**src/rtl/if_pkg.sv**
```systemverilog
// Shared types and constants for the instruction-fetch stage.
package if_pkg;

  typedef enum logic [1:0] {
    IDLE,
    FETCH,
    HOLD
  } if_state_t;

  // Non-redirect PC update source, chosen by the fetch FSM.
  typedef enum logic [1:0] {
    PC_KEEP,
    PC_STEP,
    PC_STEP_HOLD
  } pc_sel_t;

  localparam logic [31:0] NOP_INST         = 32'h0000_0000;
  localparam logic [31:0] PC_INC           = 32'd4;
  localparam logic [31:0] RESET_PC_DEFAULT = 32'h0000_0000;

endpackage

```
**src/rtl/if_fetch_if.sv**
```systemverilog
// Instruction-memory request/response bus between the fetch stage and imem.
interface if_fetch_if;

  logic        imem_req;
  logic [31:0] imem_addr;
  logic        imem_ack;
  logic [31:0] imem_rdata;

  modport master (
    output imem_req,
    output imem_addr,
    input  imem_ack,
    input  imem_rdata
  );

  modport slave (
    input  imem_req,
    input  imem_addr,
    output imem_ack,
    output imem_rdata
  );

endinterface

```
**src/rtl/if_fetch_pc_next.sv**
```systemverilog
// Next-PC selection: reset / redirect / increment / hold.
// IF_ALIGN_CHECK_EN: when defined, misaligned redirect targets are kept and
// flagged; otherwise the target's low two bits are forced to 00.
module if_pc_next
  import if_pkg::*;
#(
  parameter logic [31:0] RESET_PC = RESET_PC_DEFAULT
) (
  input  logic        reset,
  input  logic        branch_flag,
  input  logic [31:0] branch_target,
  input  logic [31:0] pc,
  input  logic [31:0] hold_pc,
  input  pc_sel_t     sel,
  output logic [31:0] pc_next,
  output logic        misaligned
);

  logic [31:0] target;

`ifdef IF_ALIGN_CHECK_EN
  assign target     = branch_target;
  assign misaligned = branch_flag && (branch_target[1:0] != 2'b00);
`else
  logic unused_target_low;
  assign unused_target_low = ^branch_target[1:0];
  assign target     = {branch_target[31:2], 2'b00};
  assign misaligned = 1'b0;
`endif

  // Priority mux; increments wrap modulo 2^32.
  always_comb begin
    pc_next = pc;
    if (reset) begin
      pc_next = RESET_PC;
    end else if (branch_flag) begin
      pc_next = target;
    end else begin
      unique case (sel)
        PC_STEP:      pc_next = pc + PC_INC;
        PC_STEP_HOLD: pc_next = hold_pc + PC_INC;
        default:      pc_next = pc;
      endcase
    end
  end

endmodule

```
**src/rtl/if_fetch.sv**
```systemverilog
// Instruction-fetch stage feeding the IF/ID register.
// IF_ALIGN_CHECK_EN: enables the misaligned-redirect fault path (if_adel).
module if_fetch
  import if_pkg::*;
#(
  parameter logic [31:0] RESET_PC = RESET_PC_DEFAULT
) (
  input  logic               clk,
  input  logic               reset,
  input  logic               stall,
  input  logic               branch_flag,
  input  logic [31:0]        branch_target,
  if_fetch_if.master         imem,
  output logic [31:0]        if_pc,
  output logic [31:0]        if_inst,
  output logic               if_valid,
  output logic               if_adel
);

  if_state_t   state;
  pc_sel_t     sel;
  logic [31:0] pc;
  logic [31:0] pc_next;
  logic [31:0] hold_pc;
  logic [31:0] hold_buf;
  logic        misaligned;
  logic        parked;
  logic        fault_pend;

  assign imem.imem_req  = (state == FETCH);
  assign imem.imem_addr = pc;

  if_pc_next #(
    .RESET_PC (RESET_PC)
  ) u_pc_next (
    .reset         (reset),
    .branch_flag   (branch_flag),
    .branch_target (branch_target),
    .pc            (pc),
    .hold_pc       (hold_pc),
    .sel           (sel),
    .pc_next       (pc_next),
    .misaligned    (misaligned)
  );

  // Decide how the PC advances when neither reset nor redirect applies.
  always_comb begin
    sel = PC_KEEP;
    unique case (state)
      FETCH:   if (imem.imem_ack && !stall) sel = PC_STEP;
      HOLD:    if (!stall) sel = PC_STEP_HOLD;
      default: sel = PC_KEEP;
    endcase
  end

  // Fetch FSM and registered IF/ID-facing outputs.
  // A misaligned redirect parks in IDLE; its fault is presented on the
  // redirect edge if unstalled, otherwise on the first later unstalled edge.
  always_ff @(posedge clk) begin
    pc <= pc_next;
    if (reset) begin
      state      <= IDLE;
      parked     <= 1'b0;
      fault_pend <= 1'b0;
      hold_pc    <= '0;
      hold_buf   <= '0;
      if_pc      <= '0;
      if_inst    <= NOP_INST;
      if_valid   <= 1'b0;
      if_adel    <= 1'b0;
    end else if (branch_flag) begin
      if (misaligned) begin
        state  <= IDLE;
        parked <= 1'b1;
        if (!stall) begin
          fault_pend <= 1'b0;
          if_pc      <= pc_next;
          if_inst    <= NOP_INST;
          if_valid   <= 1'b1;
          if_adel    <= 1'b1;
        end else begin
          fault_pend <= 1'b1;
        end
      end else begin
        state      <= FETCH;
        parked     <= 1'b0;
        fault_pend <= 1'b0;
        if (!stall) begin
          if_pc    <= pc;
          if_inst  <= NOP_INST;
          if_valid <= 1'b0;
          if_adel  <= 1'b0;
        end
      end
    end else begin
      unique case (state)
        IDLE: begin
          if (!parked) state <= FETCH;
          if (fault_pend && !stall) begin
            fault_pend <= 1'b0;
            if_pc      <= pc;
            if_inst    <= NOP_INST;
            if_valid   <= 1'b1;
            if_adel    <= 1'b1;
          end
        end
        FETCH: begin
          if (imem.imem_ack && !stall) begin
            if_pc    <= pc;
            if_inst  <= imem.imem_rdata;
            if_valid <= 1'b1;
            if_adel  <= 1'b0;
          end else if (imem.imem_ack) begin
            hold_buf <= imem.imem_rdata;
            hold_pc  <= pc;
            state    <= HOLD;
          end else if (!stall) begin
            if_pc    <= pc;
            if_inst  <= NOP_INST;
            if_valid <= 1'b0;
            if_adel  <= 1'b0;
          end
        end
        HOLD: begin
          if (!stall) begin
            if_pc    <= hold_pc;
            if_inst  <= hold_buf;
            if_valid <= 1'b1;
            if_adel  <= 1'b0;
            state    <= FETCH;
          end
        end
        default: state <= IDLE;
      endcase
    end
  end

endmodule

```
**src/flat_wrapper.sv**
```systemverilog
// flat-port wrapper written by rule: the top's interface ports become plain ports
module if_fetch_flat import if_pkg::*;
#(
  parameter logic [31:0] RESET_PC = RESET_PC_DEFAULT
)
  (clk, reset, stall, branch_flag, branch_target, if_pc, if_inst, if_valid, if_adel, imem_imem_req, imem_imem_addr, imem_imem_ack, imem_imem_rdata);
  if_fetch_if imem_i ();
  input  logic clk;
  input  logic reset;
  input  logic stall;
  input  logic branch_flag;
  input  logic [31:0] branch_target;
  output logic [31:0] if_pc;
  output logic [31:0] if_inst;
  output logic if_valid;
  output logic if_adel;
  output wire logic [$bits(imem_i.imem_req)-1:0] imem_imem_req;
  output wire logic [$bits(imem_i.imem_addr)-1:0] imem_imem_addr;
  input wire logic [$bits(imem_i.imem_ack)-1:0] imem_imem_ack;
  input wire logic [$bits(imem_i.imem_rdata)-1:0] imem_imem_rdata;
  assign imem_imem_req = imem_i.imem_req;
  assign imem_imem_addr = imem_i.imem_addr;
  assign imem_i.imem_ack = imem_imem_ack;
  assign imem_i.imem_rdata = imem_imem_rdata;
  if_fetch #(.RESET_PC(RESET_PC)) u_core (.clk(clk), .reset(reset), .stall(stall), .branch_flag(branch_flag), .branch_target(branch_target), .imem(imem_i), .if_pc(if_pc), .if_inst(if_inst), .if_valid(if_valid), .if_adel(if_adel));
endmodule
```
**config.mk**
```make
export PLATFORM = sky130hd
export DESIGN_NAME = if_fetch_flat
export DESIGN_NICKNAME = d
export VERILOG_FILES = /design/src/rtl/if_pkg.sv /design/src/rtl/if_fetch_if.sv /design/src/rtl/if_fetch_pc_next.sv /design/src/rtl/if_fetch.sv /design/src/flat_wrapper.sv
export SDC_FILE = /design/constraint.sdc
export NUM_CORES = 1
export LEC_CHECK = 0
export ABC_CLOCK_PERIOD_IN_PS = 6000
export BUFFER_PORTS_ARGS = -buffer_cell sky130_fd_sc_hd__buf_2
export CAP_MARGIN = 15
export CELL_PAD_IN_SITES_DETAIL_PLACEMENT = 1
export CELL_PAD_IN_SITES_GLOBAL_PLACEMENT = 1
export CORE_MARGIN = 5
export CORE_UTILIZATION = 40
export CTS_BUF_LIST = sky130_fd_sc_hd__clkbuf_16
export CTS_CLUSTER_SIZE = 14
export DETAILED_ROUTE_END_ITERATION = 6
export PLACE_DENSITY_LB_ADDON = 0.1
export SKIP_LAST_GASP = 1
export SLEW_MARGIN = 10
export SYNTH_ARGS = -nofsm -noshare
export SYNTH_HDL_FRONTEND = slang
export SYNTH_SLANG_ARGS = --single-unit
export TNS_END_PERCENT = 30
```
**constraint.sdc**
```tcl
create_clock -name clk -period 6 [get_ports clk]
set_input_delay 0.9 -clock clk [delete_from_list [all_inputs] [get_ports clk]]
set_output_delay 0.9 -clock clk [all_outputs]
set_load 0.01 [all_outputs]
```
==> results.sh, run 1 <==
export IMPL_start_util_pct=40.6
export IMPL_fin_crit_ns=4.52
export IMPL_tns_ns=0
export IMPL_ant_nets=0
export IMPL_final_area_mm2=0.00941
export IMPL_synth_area_mm2=0.00790
export IMPL_synth_area_leaders="dfxtp_1, nand2_1, mux2i_1"
export IMPL_rr_worst_depth=10
export IMPL_gp_congestion=0.792
export IMPL_die_area_mm2=0.0227
export IMPL_grt_pass1_vias=7695
export IMPL_setup_worst_path_start="u_core.state[1]$_SDFFE_PP0P_"
export IMPL_core_mm2=0.0195
export IMPL_final_core_util_pct=48.4
export IMPL_timing_rr_end="u_core.imem.imem_addr[19]$_SDFFE_PP0P_"
export IMPL_vdd_drop_max_mv=0.201
export IMPL_synth_async_reset_ratio_pct=0
export IMPL_cts_sinks=164
export IMPL_antenna_found_initial=2
export IMPL_cp_max_fo=45
export IMPL_grt_remaining_overflow=0
export IMPL_via_per_inst=5.53
export IMPL_drt_iter0_markers=301
export IMPL_cts_tree="yes"
export IMPL_hold_viol_final=0
export IMPL_yosys_area_top_type_share_pct=41.6
export IMPL_cp_required_ns=6.32
export IMPL_vias=7482
export IMPL_synth_top_flop_cell="dfxtp_1"
export IMPL_synth_edf_count=0
export IMPL_fin_nets=1153
export IMPL_drt_pass1_iterations=4
export IMPL_cts_buffers=17
export IMPL_ys_seq_area_share_pct=41.6
export IMPL_routed_top_layer="met5"
export IMPL_grt_max_degree=90
export IMPL_synth_top_area_cell="dfxtp_1"
export IMPL_period_share_pct=75.4
export IMPL_cap_violations=0
export IMPL_yosys_warnings=0
export IMPL_root_buffer="clkbuf_16"
export IMPL_die_w_um=151
export IMPL_cts_resized=0
export IMPL_worst_pin_slew_ns=1.03
export IMPL_wl_met1_mm=11.0
export IMPL_insertion_delay_ns=0.43
export IMPL_status="complete, no violations"
export IMPL_rows=51
export IMPL_dr_wl_met2_mm=11.8
export IMPL_io_buffer_count=165
export IMPL_syn_nets=1037
export IMPL_setup_viol=0
export IMPL_hpwlAfterDp_mm=16.1
export IMPL_grt_pass1_wl_mm=40.4
export IMPL_cp_arrival_ns=4.84
export IMPL_ios=168
export IMPL_path_class="flip-flop to flip-flop"
export IMPL_max_slew_margin_rel_pct=31.6
export IMPL_power_density_mw_per_mm2=266
export IMPL_dpl_instance_area_mm2=0.00886
export IMPL_clk_pin_slew_ns=0.07
export IMPL_rsz0062_at_grt="no"
export IMPL_endpoint_kind="flip-flop"
export IMPL_drc=0
export IMPL_finalClockSkew_ns=0.0133
export IMPL_reg2reg_setup_slack_ns=1.48
export IMPL_final_max_slew_viol_count=0
export IMPL_die_h_um=151
export IMPL_wl_mm=24.8
export IMPL_avgRoutedWirePerCell_um=18.3
export IMPL_fmax_mhz=221
export IMPL_crit_path_end="u_core.imem.imem_addr[19]$_SDFFE_PP0P_"
export IMPL_ctsHoldBuffers=0
export IMPL_groute_usage_overall_pct=22.3
export IMPL_clockBufferDepth=2
export IMPL_crit_reg2reg_launch="u_core.state[1]$_SDFFE_PP0P_"
export IMPL_ys_types=54
export IMPL_htreeDepth=4
export IMPL_power_leakage_nw=3.64
export IMPL_wl_met3_mm=1.51
export IMPL_startpoint_type="flip-flop"
export IMPL_drive_above_1_share_pct=21.2
export IMPL_antenna_cells=0
export IMPL_avgSynthCellArea_um2=8.24
export IMPL_synthCells=958
export IMPL_syn2layout_area_growth_pct=19.2
export IMPL_hold_path_class="flip-flop to flip-flop"
export IMPL_cts_setup_buffers=0
export IMPL_ys_ff_latch=164
[layer usage]
layer / GRT usage, % / vias to the layer above
met3: 6.29 / 28
met2: 37.6 / 155
met4: 6.40 / 4
met1: 27.8 / 3617
li1: - / 3678
met5: 0 / -
[worst min-delay path by stage]
stage,startpoint,endpoint,slack (ns),cells past startpoint
after floorplan,u_core.hold_buf[0]$_SDFFE_PP0P_,u_core.hold_buf[0]$_SDFFE_PP0P_,0.44,2
after global placement,u_core.if_valid$_SDFFE_PP0P_,u_core.if_valid$_SDFFE_PP0P_,0.44,2
after detailed placement,u_core.if_valid$_SDFFE_PP0P_,u_core.if_valid$_SDFFE_PP0P_,0.45,2
after CTS,u_core.hold_buf[11]$_SDFFE_PP0P_,u_core.hold_buf[11]$_SDFFE_PP0P_,0.46,2
after global routing,u_core.hold_buf[3]$_SDFFE_PP0P_,u_core.hold_buf[3]$_SDFFE_PP0P_,0.48,2
final,u_core.hold_buf[25]$_SDFFE_PP0P_,u_core.hold_buf[25]$_SDFFE_PP0P_,0.46,2
[power by group]
part	switching (mW)	internal (mW)	leakage [nW]	total, mW
logic	0.182	0.112	2.03	0.293
registers	0.0386	1.13	1.34	1.17
clock network	0.502	0.541	0.270	1.04
total	0.723	1.78	3.64	2.51
[kinds of logic after synthesis]
group           after synthesis  share of synthesized area, %
compound gates              262                          22.2
xor+xnor                     12                          1.33
flops                       164                          41.6
buf+inv                      89                          4.44
fa+ha+maj                    10                          1.58
simple gates                357                          20.6
mux                          64                          8.24
[cell type report]
type / count / area (um^2)
Clock buffer: 17 / 425
Clock inverter: 15 / 123
Fill cell: 2416 / 10100
Inverter: 9 / 33.8
Multi-Input combinational cell: 705 / 4300
Sequential cell: 164 / 3280
Tap cell: 265 / 332
Timing Repair Buffer: 177 / 918
[critical path, cell delays in order (launching register included)]
cell	delay, ns
dfxtp_1	0.39
inv_1	0.13
ha_1	0.29
nor2b_1	0.14
and2_1	0.19
ha_2	0.81
nand3_1	0.28
a222oi_1	0.77
nand4_1	0.62
or3_1	0.55
a31o_2	0.23
[cells in the mapped netlist, drive strengths merged, types with 4 or more instances]
cell type / count
nand2: 165
dfxtp: 164
a21oi: 93
nor2: 84
clkbuf: 65
mux2i: 56
a22oi: 38
a211oi: 36
a22o: 33
nand3: 29
and3: 18
o21ai: 16
buf: 15
nand4: 13
ha: 10
inv: 9
mux2: 8
nand3b: 8
o22ai: 7
or3: 7
a31o: 6
a31oi: 6
xnor2: 6
xor2: 6
a221oi: 5
nand4b: 5
and3b: 4
nand2b: 4
[through the flow]
| step | worst slack [ns] | hold WS, ns | std cells | power (mW) |
|---|---|---|---|---|
| 3_3_place_gp | 1.29 | 0.439 | 1320 | 1.49 |
| 2_1_floorplan | 1.57 | 0.437 | 958 | 1.37 |
| 6_report | 1.48 | 0.458 | 1352 | 2.51 |
| 5_1_grt | 1.14 | 0.476 | 1352 | 2.63 |
| 4_1_cts | 1.47 | 0.461 | 1352 | 2.54 |
| 3_5_place_dp | 1.16 | 0.449 | 1320 | 1.49 |
[flip-flops by register name, summed over array words and instances, names as in the netlist, named ones only]
signal                 cells
u_core.hold_buf           32
u_core.hold_pc            32
u_core.if_adel             1
u_core.if_inst            32
u_core.if_pc              32
u_core.if_valid            1
u_core.imem.imem_addr     30
u_core.state               2
[layout by cell type, fill, tap and decap left out, drive strengths merged, types with 4 or more instances in the layout]
cell    instances
buf           177
nor2           84
and3b           4
a22oi          38
mux2i          56
a211oi         36
and3           18
nand4          13
a22o           33
a21oi          93
a31oi           6
ha             10
nand2b          4
a221oi          5
o21ai          16
mux2            8
clkbuf         17
inv            16
xnor2           6
nand4b          5
nand2         165
a31o            6
clkinv          7
or3             7
nand3b          8
dfxtp         164
o22ai           7
nand3          29
xor2            6
No activity file was read; power rests on OpenSTA's default activity.
==> run 2, diff against run 1 <==
- ABC_CLOCK_PERIOD_IN_PS: 6000 -> 4200
- clock period: 6 -> 4.2 ns (I/O delays scaled with it)
==> run 2 against run 1 <==
Compared with the run above:
- die area unchanged
- sequential share of layout area fell by 0.52 points
- critical path depth increased by 3
- wire length increased by 2.2%
- setup slack worse by 1.0 ns
- flip-flop and latch count is the same
- final cell count grew 0.96%
- non-clock buffer count grew 12
- combinational power grew 44%
- first-iteration DRC count shrank 20%
- count of clock-buffer cells in the layout stayed put
- critical path type unchanged
==> results.sh, run 2 (synthesis results as in run 1) <==
export IMPL_fmax_mhz=266
export IMPL_drc=0
export IMPL_grt_remaining_overflow=0
export IMPL_io_buffer_count=165
export IMPL_root_buffer="clkbuf_16"
export IMPL_grt_max_degree=70
export IMPL_fin_crit_ns=3.76
export IMPL_insertion_delay_ns=0.44
export IMPL_ios=168
export IMPL_setup_viol=0
export IMPL_dr_wl_met2_mm=12.2
export IMPL_fin_nets=1165
export IMPL_ant_nets=0
export IMPL_cp_required_ns=4.52
export IMPL_cp_arrival_ns=4.08
export IMPL_core_mm2=0.0195
export IMPL_die_h_um=151
export IMPL_cts_tree="yes"
export IMPL_startpoint_type="flip-flop"
export IMPL_die_area_mm2=0.0227
export IMPL_wl_met3_mm=1.46
export IMPL_ctsHoldBuffers=0
export IMPL_hpwlAfterDp_mm=16.8
export IMPL_cap_violations=0
export IMPL_groute_usage_overall_pct=22.3
export IMPL_cts_buffers=17
export IMPL_start_util_pct=40.6
export IMPL_routed_top_layer="met5"
export IMPL_endpoint_kind="flip-flop"
export IMPL_wl_mm=25.3
export IMPL_htreeDepth=4
export IMPL_vdd_drop_max_mv=0.287
export IMPL_gp_congestion=0.783
export IMPL_rows=51
export IMPL_tns_ns=0
export IMPL_crit_path_max_incr_delay_ns=0.49
export IMPL_vias=7533
export IMPL_clk_pin_slew_ns=0.07
export IMPL_crit_slowest_cell="ha_2"
export IMPL_drt_pass1_iterations=5
export IMPL_path_class="flip-flop to flip-flop"
export IMPL_cp_max_fo=22
export IMPL_cts_resized=0
export IMPL_worstPathCellList="inv_1 > ha_1 > nor2b_1 > and2_1 > ha_2 > buf_4 > nand3_1 > a222oi_1 > buf_4 > nand4_1 > buf_4 > or3_1 > a31o_2"
export IMPL_p_total_mw=3.67
export IMPL_layout_commonest_cell="nand2_1"
export IMPL_rsz0062_at_grt="no"
export IMPL_cts_sinks=164
export IMPL_avgRoutedWirePerCell_um=18.5
export IMPL_syn2layout_area_growth_pct=21.0
export IMPL_hold_viol_final=0
export IMPL_final_cell_mix="nand2_1, dfxtp_1, buf_2, a21oi_1, nor2_1"
export IMPL_period_share_pct=89.5
export IMPL_hold_path_class="input pin to flip-flop"
export IMPL_grt_pass1_vias=7644
export IMPL_worst_pin_slew_ns=0.779
export IMPL_cts_setup_buffers=0
export IMPL_wl_met1_mm=11.4
export IMPL_final_max_slew_viol_count=0
export IMPL_fillers=2424
export IMPL_clockBufferDepth=2
export IMPL_max_slew_margin_rel_pct=47.9
export IMPL_status="complete, no violations"
export IMPL_finalClockSkew_ns=0.00800
export IMPL_die_w_um=151
export IMPL_power_leakage_nw=3.72
export IMPL_cpMostUsedCell="buf_4"
export IMPL_drive_above_1_share_pct=22.0
export IMPL_grt_pass1_wl_mm=40.5
export IMPL_drt_iter0_markers=240
export IMPL_via_per_inst=5.52
export IMPL_antenna_found_initial=3
export IMPL_power_density_mw_per_mm2=385
-- run 2: cell types whose count changed in the layout (fill, tap and decap cells not counted), sizes merged --
| cell | delta |
|---|---|
| bufinv | +2 |
| clkinv | -2 |
| clkinvlp | +2 |
| inv | -2 |
| diode | +1 |
| buf | +12 |
-- run 2: path summary, 6_finish.rpt --
path                                         start                                endpoint  slack, ns  cells after the start
setup / recovery      u_core.state[1]$_SDFFE_PP0P_  u_core.imem.imem_addr[19]$_SDFFE_PP0P_       0.44                     13
hold / removal                 imem_imem_rdata[23]        u_core.hold_buf[23]$_SDFFE_PP0P_       0.43                      3
setup reg to reg      u_core.state[1]$_SDFFE_PP0P_  u_core.imem.imem_addr[19]$_SDFFE_PP0P_       0.44                     13
hold reg to reg   u_core.hold_buf[23]$_SDFFE_PP0P_        u_core.hold_buf[23]$_SDFFE_PP0P_       0.45                      2
-- run 2: report_power, final --
part,internal (mW),switching (mW)
combinational,0.163,0.260
clock,0.882,0.697
sequential,1.62,0.0567
-- run 2: routing by layer --
layer / up-vias / track usage (%)
met4: 6 / 6.68
met5: - / 0
met2: 155 / 37.2
met1: 3629 / 28.3
met3: 26 / 5.84
li1: 3717 / -
-- run 2: metrics by stage --
| step | worst slack, ns | cells | utilization (%) | hold WS [ns] | instance area [um^2] |
|---|---|---|---|---|---|
| 2_1_floorplan | 0.0407 | 958 | - | 0.437 | 7900 |
| 3_3_place_gp | 0.499 | 1331 | 46.0 | 0.438 | 8960 |
| 3_5_place_dp | 0.473 | 1331 | 46.0 | 0.448 | 8960 |
| 4_1_cts | 0.456 | 1363 | 49.0 | 0.426 | 9540 |
| 5_1_grt | 0.159 | 1364 | 49.1 | 0.428 | 9550 |
| 6_report | 0.441 | 1365 | 49.1 | 0.431 | 9550 |
-- run 2: cell type report --
class | instances | area [um^2] | area share [%]
diodes | 1 | 2.50 | 0.0262
repair buffers | 189 | 1020 | 10.7
clock inverters | 15 | 156 | 1.64
multi-input cells | 705 | 4300 | 45.0
clock buffers | 17 | 425 | 4.45
well taps | 265 | 332 | 3.47
flip-flops and latches | 164 | 3280 | 34.4
inverters | 9 | 33.8 | 0.354
-- run 2: worst max-delay path, delay by kind of cell (launching register included) --
family          cells  cell delay [ns]
buf+inv             4             0.83
simple gates        5             0.97
flops               1             0.40
fa+ha+maj           2             0.78
compound gates      2             0.65
